==> src/rtl/pair_sum_stage_pkg.sv <==
// Shared widths, bin_data field layout and entry types for the pair-sum path.
// The file readers and the APB master use the same definitions.
package pair_sum_stage_pkg;

    localparam int ADDR_W = 4;
    localparam int DATA_W = 16;
    localparam int SUM_W  = 17;
    localparam int PSEL_W = 2;
    localparam int BIN_W  = ADDR_W + DATA_W + PSEL_W;

    // bin_data layout: addr[21:18], data[17:2], psel[1:0]
    localparam int BIN_PSEL_LSB = 0;
    localparam int BIN_DATA_LSB = BIN_PSEL_LSB + PSEL_W;
    localparam int BIN_ADDR_LSB = BIN_DATA_LSB + DATA_W;

    typedef struct packed {
        logic [ADDR_W-1:0] addr;
        logic [SUM_W-1:0]  sum;
        logic [PSEL_W-1:0] psel;
    } pair_entry_t;

    typedef enum logic [1:0] {
        OCC_EMPTY = 2'd0,
        OCC_ONE   = 2'd1,
        OCC_TWO   = 2'd2
    } occ_state_t;

    // Build one buffer entry from a binary word and a decimal word.
    // Both operands are zero-extended so the carry lands in sum[16].
    function automatic pair_entry_t make_entry(input logic [BIN_W-1:0]  bin,
                                               input logic [DATA_W-1:0] dec);
        pair_entry_t e;
        e.addr = bin[BIN_ADDR_LSB +: ADDR_W];
        e.sum  = {1'b0, bin[BIN_DATA_LSB +: DATA_W]} + {1'b0, dec};
        e.psel = bin[BIN_PSEL_LSB +: PSEL_W];
        return e;
    endfunction

endpackage

==> src/rtl/pair_skid_buf.sv <==
// Two-entry in-order buffer with valid/ready on both sides.
// The head entry is always held in a register, so the output side is glitch-free
// and stays stable while the consumer stalls.
module pair_skid_buf
    import pair_sum_stage_pkg::*;
(
    input  logic        clk,
    input  logic        i_rst_n,
    input  logic        i_s_valid,
    output logic        o_s_ready,
    input  pair_entry_t i_s_entry,
    output logic        o_m_valid,
    input  logic        i_m_ready,
    output pair_entry_t o_m_entry,
    output logic [1:0]  o_occ
);

    occ_state_t  r_state;
    occ_state_t  w_next;
    pair_entry_t r_head;
    pair_entry_t r_tail;
    logic        w_push;
    logic        w_pop;
    logic        w_head_from_in;
    logic        w_head_from_tail;
    logic        w_tail_from_in;

    // A full buffer can still accept when the head leaves in the same cycle.
    assign o_s_ready = (r_state != OCC_TWO) || i_m_ready;
    assign o_m_valid = (r_state != OCC_EMPTY);
    assign o_m_entry = r_head;
    assign o_occ     = r_state;

    assign w_push = i_s_valid && o_s_ready;
    assign w_pop  = o_m_valid && i_m_ready;

    // Occupancy state register.
    always_ff @(posedge clk or negedge i_rst_n) begin
        if (!i_rst_n) begin
            r_state <= OCC_EMPTY;
        end else begin
            r_state <= w_next;
        end
    end

    // Next occupancy and which storage slots load this cycle.
    always_comb begin
        w_next           = r_state;
        w_head_from_in   = 1'b0;
        w_head_from_tail = 1'b0;
        w_tail_from_in   = 1'b0;
        case (r_state)
            OCC_EMPTY: begin
                if (w_push) begin
                    w_next         = OCC_ONE;
                    w_head_from_in = 1'b1;
                end
            end
            OCC_ONE: begin
                case ({w_push, w_pop})
                    2'b11: w_head_from_in = 1'b1;
                    2'b10: begin
                        w_next         = OCC_TWO;
                        w_tail_from_in = 1'b1;
                    end
                    2'b01: w_next = OCC_EMPTY;
                    default: w_next = OCC_ONE;
                endcase
            end
            OCC_TWO: begin
                if (w_pop) begin
                    w_head_from_tail = 1'b1;
                    if (w_push) begin
                        w_tail_from_in = 1'b1;
                    end else begin
                        w_next = OCC_ONE;
                    end
                end
            end
            default: w_next = OCC_EMPTY;
        endcase
    end

    // Entry storage; cleared on reset so the presented fields read zero.
    always_ff @(posedge clk or negedge i_rst_n) begin
        if (!i_rst_n) begin
            r_head <= '0;
            r_tail <= '0;
        end else begin
            if (w_head_from_in) begin
                r_head <= i_s_entry;
            end else if (w_head_from_tail) begin
                r_head <= r_tail;
            end
            if (w_tail_from_in) begin
                r_tail <= i_s_entry;
            end
        end
    end

endmodule

==> src/rtl/pair_sum_stage.sv <==
// Pops one word from each of the binary and decimal FIFOs together, adds the
// data fields, and presents {addr, sum, psel} to the APB master through a
// two-entry buffer. Pops are throttled so the buffer can never overflow.
module pair_sum_stage
    import pair_sum_stage_pkg::*;
(
    input  logic              clk,
    input  logic              rst,
    input  logic [BIN_W-1:0]  bin_data,
    input  logic              bin_empty,
    output logic              bin_rd_en,
    input  logic [DATA_W-1:0] dec_data,
    input  logic              dec_empty,
    output logic              dec_rd_en,
    output logic              m_valid,
    input  logic              m_ready,
    output logic [ADDR_W-1:0] m_addr,
    output logic [SUM_W-1:0]  m_wdata,
    output logic [PSEL_W-1:0] m_psel,
    output logic [15:0]       pair_count
);

    logic        r_armed;
    logic        r_inflight;
    logic [15:0] r_pair_count;
    logic [1:0]  w_occ;
    logic [2:0]  w_level;
    logic        w_xfer;
    logic        w_room;
    logic        w_pop;
    logic        w_s_ready;
    logic        w_capture;
    pair_entry_t w_in_entry;
    pair_entry_t w_head;

    // Entries already owned (buffered or in flight) minus the one leaving now
    // must leave space for the word this pop will deliver next cycle.
    assign w_level = {1'b0, w_occ} + {2'b00, r_inflight};
    assign w_room  = (w_level - {2'b00, w_xfer}) < 3'd2;
    assign w_pop   = r_armed && !bin_empty && !dec_empty && w_room;

    assign bin_rd_en = w_pop;
    assign dec_rd_en = w_pop;

    // FIFO read data is valid the cycle after the pop strobe.
    assign w_in_entry = make_entry(bin_data, dec_data);
    assign w_capture  = r_inflight && w_s_ready;

    assign w_xfer     = m_valid && m_ready;
    assign m_addr     = w_head.addr;
    assign m_wdata    = w_head.sum;
    assign m_psel     = w_head.psel;
    assign pair_count = r_pair_count;

    // Hold off popping for the first cycle after reset release.
    always_ff @(posedge clk or negedge rst) begin
        if (!rst) begin
            r_armed <= 1'b0;
        end else begin
            r_armed <= 1'b1;
        end
    end

    // Remember that read data arrives next cycle; reset discards it.
    always_ff @(posedge clk or negedge rst) begin
        if (!rst) begin
            r_inflight <= 1'b0;
        end else begin
            r_inflight <= w_pop;
        end
    end

    // Count entries handed to the master, wrapping at 16 bits.
    always_ff @(posedge clk or negedge rst) begin
        if (!rst) begin
            r_pair_count <= 16'd0;
        end else if (w_xfer) begin
            r_pair_count <= r_pair_count + 16'd1;
        end
    end

    pair_skid_buf u_buf (
        .clk       (clk),
        .i_rst_n   (rst),
        .i_s_valid (w_capture),
        .o_s_ready (w_s_ready),
        .i_s_entry (w_in_entry),
        .o_m_valid (m_valid),
        .i_m_ready (m_ready),
        .o_m_entry (w_head),
        .o_occ     (w_occ)
    );

endmodule

==> config.mk <==
export PLATFORM = sky130hd
export DESIGN_NAME = pair_sum_stage
export DESIGN_NICKNAME = d
export VERILOG_FILES = /design/src/rtl/pair_sum_stage_pkg.sv /design/src/rtl/pair_skid_buf.sv /design/src/rtl/pair_sum_stage.sv
export SDC_FILE = /design/constraint.sdc
export NUM_CORES = 1
export LEC_CHECK = 0
export CELL_PAD_IN_SITES_DETAIL_PLACEMENT = 0
export CELL_PAD_IN_SITES_GLOBAL_PLACEMENT = 2
export CORE_MARGIN = 5
export CORE_UTILIZATION = 41
export DETAILED_ROUTE_END_ITERATION = 12
export DONT_BUFFER_PORTS = 1
export PLACE_DENSITY_LB_ADDON = 0.1
export SLEW_MARGIN = 10
export SYNTH_ARGS = -nofsm -noshare
export SYNTH_HDL_FRONTEND = slang
export SYNTH_SLANG_ARGS = --single-unit
export TNS_END_PERCENT = 10
==> constraint.sdc <==
create_clock -name clk -period 6.9 [get_ports clk]
set_input_delay 0.345 -clock clk [delete_from_list [all_inputs] [get_ports clk]]
set_output_delay 0.345 -clock clk [all_outputs]
set_load 0.1 [all_outputs]
==> results of run 1 <==
## report_power, final
group          internal (W)  leakage [nW]  switching (W)
clock network      0.000177         0.103       0.000154
logic              0.000186          1.10       0.000268
registers          0.000526         0.827       0.000746
## worst max path at each step
stage | from | endpoint | slack, ps
2_1_floorplan | u_buf.o_occ[1] | dec_rd_en | 940
3_3_place_gp | u_buf.o_occ[1] | bin_rd_en | 3510
3_5_place_dp | u_buf.o_occ[1] | bin_rd_en | 3450
4_1_cts | u_buf.o_occ[1] | bin_rd_en | 3050
5_1_grt | u_buf.o_occ[1] | bin_rd_en | 2810
6_report | u_buf.o_occ[1] | bin_rd_en | 3100
## sequential cells by signal, indices dropped and copies added, names as in the netlist
register and flops:
u_buf.r_tail 23, r_armed 1, u_buf.o_m_entry 23, pair_count 16, r_inflight 1, u_buf.o_occ 2
## layout make-up
type	count	area [um2]
Timing Repair Buffer	6	105.1
Clock buffer	10	137.6
Sequential cell	66	1652
Inverter	14	52.55
Multi-Input combinational cell	319	2076
Fill cell	901	4970
Tap cell	111	138.9
Clock inverter	6	65.06
## cell families after synthesis
family	count (synthesis)	synth area share
buffers and inverters	33	0.03763
muxes	14	0.03665
DFF	66	0.4282
AOI/OAI and AO/OA	97	0.1641
other	1	0.0009721
and+or+nand+nor	157	0.1917
adders and majority gates	24	0.08174
xor gates and xnor gates	26	0.05903
## worst max-delay path, delay by kind of cell (launching register included)
kind                       cells  cell delay, ps
AOI/OAI and AO/OA              1             110
adders and majority gates      2             790
buffers and inverters          3             740
DFF                            1             460
and+or+nand+nor                4            1010
## per-layer routing
layer,vias up,part of all wire
met5,-,0
met1,1345,0.48
met4,0,0.0031
li1,1466,-
met3,2,0.056
met2,80,0.46
## layout by cell type (no fill, tap or decap), types with 4 or more instances in the layout
cell type,count
and3_1,16
dfrtp_1,66
o21ai_0,22
nor2_1,26
a211oi_1,11
o31ai_1,4
xor2_1,8
a21o_1,4
ha_1,22
inv_1,14
mux2i_1,13
xnor2_1,18
clkbuf_8,10
nand2_1,70
a21oi_1,33
nand3_1,17
## per-stage QoR
stage	area (um2)	std cells	utilization	worst slack, ps	total power (W)
floorplan	3857	418	-	943.3	0.001611
global route	4227	532	0.4596	2813	0.002174
detailed placement	3986	514	0.4335	3452	0.001733
global placement	3986	514	0.4335	3510	0.001723
finish	4227	532	0.4596	3099	0.002058
CTS	4227	532	0.4596	3048	0.002078
## what timing repair did
item	in CTS	in global routing
buffers inserted	0	0
hold buffers	2	0
hold endpoints to repair	66	0
==> results.cfg, run 1 <==
[yosys]
yosysTopAreaCellShare = 0.4282
synth_common_cells = nand2_1, dfrtp_1, a21oi_1, nor2_1
synthTopCellsByArea = dfrtp_1, ha_1, nand2_1
syn_nets = 485
synthArstFlopShare = 1.000
synth.distinct_cells = 55
synth_edf_count = 0
synth_seq_area_share = 0.4282
syn-mean-instance-area_um2 = 9.228
syn-cell-area_mm2 = 0.003857
synth_top_flop_cell = dfrtp_1
ys_warn_count = 0
syn_inst = 418
ys_ff_latch = 66
yosys.area.top_type = dfrtp_1
yosysMostFrequentCell = nand2_1

[cells_and_area]
nNetsFinal = 483
diodes = 0
area_delta_synth_final_pct = 9.568
drive_above_1_share = 0.08076

[clocking]
cts_tree = yes
cts_root_buffer = clkbuf_8
cts_buffers = 9
clock_path_buffers = 2
cts-resized-gates = 0
clkLatencyLatePin_ps = 340
h-tree-depth = 3
cts_sinks = 66
clkTransAtPathRegs_ps = 80

[global_route]
overflow = 0
grt_max_degree = 67
grtUsageTotal = 0.1630
grt_pass1_vias = 2890
grt_use_met1 = 0.2247
grt_pass1_wl_um = 14850
grt_use_met3 = 0.03974
grt_busiest_layer = met2
grtUsageMet2 = 0.2518
antenna_found_initial = 0

[placed_design]
hpwl_um = 6537
io_buffers = 0
gp_congestion = 0.7357

[floorplan]
ioPinCount = 85
die_h_um = 107.0
coreArea_mm2 = 0.009196
rows = 35
start_util = 0.4195
die_w_um = 107.0
dieArea_mm2 = 0.01145

[worst_hold_path]
min_from = bin_data[20]
hold_end = u_buf.r_tail[21]
hold_depth = 2
hold_path.class = primary input to flop

[worst_setup_path]
arrival_ps = 3460
crit_type = flop to output port
cpMostUsedCell = inv_1
worstReg2RegEnd = u_buf.o_m_entry[17]
r2r-start = u_buf.o_occ[1]
cp-end-kind = output port
rrSetupSlack_ps = 3520
cp_max_fo = 20
critPathRequiredTime_ps = 6550
cp_cell_sequence = inv_1, ha_1, nand2b_4, inv_1, nor2_1, o21ai_0, fa_1, nand2_1, nor4_2, clkbuf_16
critPathLaunchType = flop
slowest_delay_ps = 580
slowest_stage = nor4_2
rr_worst_depth = 8

[timing]
clock.fmax_ghz = 0.2631
tns_ps = 0
skew_ps = 16.32
finalHoldWorstSlack_ps = 111.6
fin_crit_ps = 3801
timing.final.crit_share = 0.5508
max_slew_margin = 0.2604
rsz0062_at_grt = no
setup_viol = 0
maxSlewViolCount = 0
hold_violations = 0
tightest_slew_ps = 1107

[detailed_routing]
ant_nets = 0
via_per_inst = 5.438
post_drt_wl_per_cell_um = 17.08
wirelength_um = 9084
drt_iter0_markers = 124
dr_total_vias = 2893
remaining_drc_errors = 0
dr.pass1.iters = 4

[power]
p_per_area_mw_per_mm2 = 486.8
total_leakage_power_nw = 2.033
peakVddDrop_mv = 0.1524

[run]
drv_cap = 0

[run_status]
status = complete, no violations
Note: power is estimated with default switching activity, not from simulation.
==> run 2, diff against run 1 <==
--- a/config.mk
+++ b/config.mk
@@ -8,7 +8,7 @@
 export CELL_PAD_IN_SITES_DETAIL_PLACEMENT = 0
 export CELL_PAD_IN_SITES_GLOBAL_PLACEMENT = 2
 export CORE_MARGIN = 5
-export CORE_UTILIZATION = 41
+export CORE_UTILIZATION = 35
 export DETAILED_ROUTE_END_ITERATION = 12
 export DONT_BUFFER_PORTS = 1
 export PLACE_DENSITY_LB_ADDON = 0.1
==> constraint.sdc (replaced) <==
create_clock -name clk -period 3.2 [get_ports clk]
set_input_delay 0.16 -clock clk [delete_from_list [all_inputs] [get_ports clk]]
set_output_delay 0.16 -clock clk [all_outputs]
set_load 0.1 [all_outputs]
==> run 2 against run 1 <==
  * Register-to-register slack worse by 2800 ps
  * Clock power is 88% higher
  * Critical path depth up 1
  * Via count increased by 5.4%
  * Global-route usage is 1.2 points lower
  * Sequential share of layout area is 2.4 points lower
  * Largest cell class unchanged
==> results.cfg, run 2 (synthesized netlist as in run 1, its figures left out) <==
[worst_setup_path]
crit_type = flop to output port
critPathRequiredTime_ps = 3040
cp_top_family = adder cells
cp.buffers_inverters = 4
cp-end-kind = output port
critPathLaunchType = flop
cp_cell_sequence = inv_2, ha_4, nand2b_4, inv_4, nor2_1, o21ai_1, fa_1, nand2_2, nor4_4, buf_12, buf_16
slowest_delay_ps = 530
cp_max_fo = 20
slowest_stage = fa_1
arrival_ps = 2840

[global_route]
grt_pass1_vias = 3085
grtUsageTotal = 0.1507
overflow = 0
grt_max_degree = 67
grt_pass1_wl_um = 15880
antenna_found_initial = 0

[power]
swShare = 0.5697
peakVddDrop_mv = 0.4337
p_total_w = 0.004505
p_per_area_mw_per_mm2 = 1000
power_switching_w = 0.002566
p_comb_frac = 0.366
power.share.clock = 0.138
seqPwrFrac = 0.496
p_int_w = 0.001938
total_leakage_power_nw = 2.159

[timing]
maxSlewViolCount = 0
tns_ps = 0
setup_ws_ps = 201.0
finalHoldWorstSlack_ps = 61.35
clock.fmax_ghz = 0.3335
timing.final.crit_share = 0.9372
rsz0062_at_grt = no
hold_violations = 0
fin_crit_ps = 2999
tightest_slew_ps = 941.1
setup_viol = 0
skew_ps = 13.45
max_slew_margin = 0.3726

[cells_and_area]
multi_input_area_mm2 = 0.002100
final_cell_mix = nand2_1, dfrtp_1, a21oi_1
area_delta_synth_final_pct = 16.74
final_common_cell = nand2_1
fillers = 1100
fin_util = 0.4154
seq_area_mm2 = 0.001653
drive_above_1_share = 0.1394
diodes = 0
nNetsFinal = 514

[run]
drv_cap = 0

[floorplan]
start_util = 0.3558
dieArea_mm2 = 0.01322
coreArea_mm2 = 0.01084
ioPinCount = 85
die_h_um = 115.0
die_w_um = 115.0
rows = 38

[detailed_routing]
dr.pass1.iters = 4
remaining_drc_errors = 0
wirelength_um = 9650
dr_total_vias = 3048
drt_iter0_markers = 163
ant_nets = 0
via_per_inst = 5.149
post_drt_wl_per_cell_um = 16.30

[clocking]
cts_buffers = 9
clkLatencyLatePin_ps = 340
cts_root_buffer = clkbuf_8
cts_sinks = 66
cts_tree = yes
clkTransAtPathRegs_ps = 80
clock_path_buffers = 2
h-tree-depth = 3

[worst_hold_path]
hold_path.class = primary input to flop

[placed_design]
gp_congestion = 0.7433
hpwl_um = 7030
post-place-ws_ps = 414.9
io_buffers = 0

[run_status]
status = complete, no violations
-- run 2: cell types whose count changed in the layout (fill, tap and decap cells not counted), sizes merged --
cell / before / now
buf: 4 / 29
dlygate4sd3: 1 / 8
bufinv: 1 / 0
clkbuf: 11 / 10
clkinvlp: 1 / 2
-- run 2: metal layers --
layer	track usage	part of all wire	vias to the layer above
li1	-	-	1527
met1	0.2153	0.50	1449
met2	0.2253	0.45	61
met3	0.03368	0.045	11
met4	0.05086	0.010	0
met5	0	0	-
-- run 2: layout make-up --
type / count / share of cell area
Clock buffer: 10 / 0.02834
Clock inverter: 6 / 0.009447
Inverter: 14 / 0.01223
Multi-Input combinational cell: 319 / 0.4662
Sequential cell: 66 / 0.3670
Tap cell: 140 / 0.03890
Timing Repair Buffer: 37 / 0.07780
-- run 2: timing repair --
| item | in CTS | in global routing |
|---|---|---|
| hold buffers | 9 | 0 |
| setup buffers | 0 | 0 |
| resized for setup | 1 | 1 |
| endpoints found under the hold margin | 79 | 0 |
| pin swaps | 0 | 1 |
| setup endpoints to repair | 1 | 1 |
-- run 2: worst paths after layout --
check | cells after the start | startpoint | to | slack, ps
max reg2reg | 10 | u_buf.o_occ[1] | u_buf.r_tail[17] | 680
min reg2reg | 2 | u_buf.r_tail[6] | u_buf.r_tail[6] | 480
max | 11 | u_buf.o_occ[1] | dec_rd_en | 200
max in group asynchronous | 2 | rst | u_buf.r_tail[10] | 2520
min in group asynchronous | 2 | rst | pair_count[3] | 390
min | 2 | bin_empty | r_inflight | 60
-- run 2: power by group through the flow --
stage               logic [W]  clock network, W  registers [W]
finish                0.00165          0.000623        0.00223
global route          0.00180          0.000684        0.00228
CTS                   0.00166          0.000655        0.00224
detailed placement    0.00162                 0        0.00226
global placement      0.00161                 0        0.00225
floorplan            0.000834                 0        0.00268
-- run 2: per-stage QoR --
step	cells	instance area, um2
floorplan	418	3908
global placement	567	4222
detailed placement	567	4222
CTS	592	4502
global route	592	4503
finish	592	4503
==> run 3, diff against run 2 <==
--- a/config.mk
+++ b/config.mk
@@ -5,10 +5,11 @@
 export SDC_FILE = /design/constraint.sdc
 export NUM_CORES = 1
 export LEC_CHECK = 0
+export ABC_AREA = 1
 export CELL_PAD_IN_SITES_DETAIL_PLACEMENT = 0
 export CELL_PAD_IN_SITES_GLOBAL_PLACEMENT = 2
 export CORE_MARGIN = 5
-export CORE_UTILIZATION = 35
+export CORE_UTILIZATION = 33
 export DETAILED_ROUTE_END_ITERATION = 12
 export DONT_BUFFER_PORTS = 1
 export PLACE_DENSITY_LB_ADDON = 0.1
==> run 3 against run 2 <==
  * Non-clock buffer count is 10 lower
  * Count of clock-buffer cells in the layout is 4 higher
  * Global-route usage is 0.41 points lower
  * Sequential share of layout area is 2.0 points lower
  * Worst setup slack worse by 14 ps
  * Critical path depth is 1 higher
  * Largest power group unchanged
  * Total power is 6.4% higher
  * Via count is 6.5% higher
==> results.cfg, run 3 <==
[clocking]
cts_hold_buf = 8
cts_tree = yes
clkTransAtPathRegs_ps = 50
cts-resized-gates = 0
h-tree-depth = 3
clock_path_buffers = 2
cts_root_buffer = clkbuf_16
post-cts-setup-buffer-count = 0
cts_sinks = 66
cts_buffers = 9
clkLatencyLatePin_ps = 330

[timing]
hold_violations = 0
timing.final.crit_share = 0.9414
maxSlewViolCount = 0
tns_ps = 0
rsz0062_at_grt = no
max_slew_margin = 0.3610
skew_ps = 7.154
tightest_slew_ps = 958.5
setup_ws_ps = 187.5
clock.fmax_ghz = 0.3319
fin_crit_ps = 3013
setup_viol = 0

[worst_hold_path]
hold_path.class = primary input to flop

[yosys]
syn-mean-instance-area_um2 = 7.658
syn_nets = 590
synth_xor_area_frac = 0.04811
syn_inst = 523
synth_common_cells = nand2_1, dfrtp_1, inv_1, nand3_1, ha_1
yosysTopAreaCellShare = 0.4124
synthTopCellsByArea = dfrtp_1, nand2_1, ha_1
synth_edf_count = 0
yosysMostFrequentCell = nand2_1
synth.distinct_cells = 34
ys_ff_latch = 66
synth_top_family_by_area = simple AND/OR/NAND/NOR gates
ys_warn_count = 0
synth_top_flop_cell = dfrtp_1
synthMuxAreaShare = 0
synth_seq_area_share = 0.4124
syn-cell-area_mm2 = 0.004005
yosys.area.top_type = dfrtp_1
synth_compound_area_frac = 0.05748
synthArstFlopShare = 1.000
synthSimpleGateAreaFrac = 0.3162
synth-adder-area-share = 0.07873

[floorplan]
die_h_um = 120.2
start_util = 0.3348
die_w_um = 120.2
ioPinCount = 85
dieArea_mm2 = 0.01444
coreArea_mm2 = 0.01196
rows = 40

[cells_and_area]
fillers = 1288
drive_above_1_share = 0.1123
area_delta_synth_final_pct = 19.03
final_common_cell = nand2_1
final_cell_mix = nand2_1, dfrtp_1, inv_1
nNetsFinal = 615
diodes = 0

[power]
p_per_area_mw_per_mm2 = 1006
peakVddDrop_mv = 0.4259
total_leakage_power_nw = 2.548

[detailed_routing]
post_drt_wl_per_cell_um = 14.32
remaining_drc_errors = 0
wirelength_um = 10010
drt_iter0_markers = 195
dr.pass1.iters = 4
ant_nets = 0
via_per_inst = 4.645
dr_total_vias = 3247

[global_route]
overflow = 0
antenna_found_initial = 0
grt_pass1_wl_um = 16670
grt_pass1_vias = 3217
grtUsageTotal = 0.1466
grt_max_degree = 67

[run]
drv_cap = 0

[worst_setup_path]
slowest_delay_ps = 510
cp_max_fo = 8
cp-end-kind = output port
slowest_stage = fa_1
rrSetupSlack_ps = 790
critPathRequiredTime_ps = 3040
arrival_ps = 2850
critPathLaunchType = flop
cp_cell_sequence = inv_2, ha_4, inv_12, nand2_8, inv_4, nor2_1, o21ai_1, fa_1, nand2_2, nor4_4, buf_12, buf_16
crit_type = flop to output port

[run_status]
status = complete, no violations

[placed_design]
post-place-ws_ps = 527.7
hpwl_um = 7280
gp_congestion = 0.7634
io_buffers = 0
## run 3: cell count changes in the layout (fill, tap and decap cells not counted), moves of 9 or more
cell,change
nand2_1,+118
inv_1,+51
nand3_1,+38
a21oi_1,-21
and3_1,-16
o21ai_0,-16
mux2i_1,-13
xnor2_1,-13
a211oi_1,-11
buf_4,-9
clkbuf_16,+9
nor2_1,-9
xor2_1,+9
## run 3: kinds of logic after synthesis
| kind of cell | Yosys count |
|---|---|
| AO/OA/AOI/OAI | 38 |
| XOR/XNOR | 22 |
| adder cells (fa/ha/maj) | 24 |
| buffers and inverters | 83 |
| flip-flops | 66 |
| other | 1 |
| AND/OR/NAND/NOR | 289 |
## run 3: layout make-up
| cell class | count | area, um2 | share of cell area |
|---|---|---|---|
| clock buffer | 14 | 294.0 | 0.06168 |
| inverter | 70 | 279.0 | 0.05853 |
| multi-input combinational | 374 | 2054 | 0.4310 |
| sequential | 66 | 1653 | 0.3467 |
| timing repair buffer | 27 | 272.8 | 0.05722 |
| clock inverter | 1 | 30.03 | 0.006299 |
| tap | 147 | 183.9 | 0.03858 |
## run 3: power breakdown
part | internal [W] | switching [W]
clock network | 0.000705 | 0.000348
registers | 0.00113 | 0.00115
logic | 0.000443 | 0.00102
## run 3: worst max-delay path, delay by kind of cell, from the launching register on
kind | cells | cell delay, ps
buffers and inverters | 5 | 680
AND/OR/NAND/NOR | 4 | 600
AO/OA/AOI/OAI | 1 | 70
flip-flops | 1 | 460
adder cells (fa/ha/maj) | 2 | 710
## run 3: path summary, 6_finish.rpt
kind,startpoint,to,cells past startpoint
max,u_buf.o_occ[1],bin_rd_en,12
min,m_ready,pair_count[0],2
max reg2reg,u_buf.o_occ[1],r_inflight,11
min reg2reg,u_buf.r_tail[9],u_buf.r_tail[9],2
max in group asynchronous,rst,u_buf.o_occ[1],2
min in group asynchronous,rst,pair_count[12],2
## run 3: routing by layer
layer	vias up	GRT usage	wire length, um
met5	-	0	0
met4	0	0.05941	192
met3	14	0.03487	459
met2	76	0.2129	4245
met1	1454	0.2084	5110
li1	1703	-	-
## run 3: per-stage QoR
step | util | instance area (um2) | hold slack (ps) | std cells | power (W)
floorplan | - | 4069 | -135.6 | 523 | 0.003435
CTS | 0.3985 | 4767 | 20.63 | 699 | 0.004864
global placement | 0.3633 | 4345 | -133.9 | 676 | 0.003732
detailed placement | 0.3633 | 4345 | -133.7 | 676 | 0.003752
finish | 0.3985 | 4767 | 36.39 | 699 | 0.004795
global route | 0.3985 | 4767 | 36.54 | 699 | 0.005067
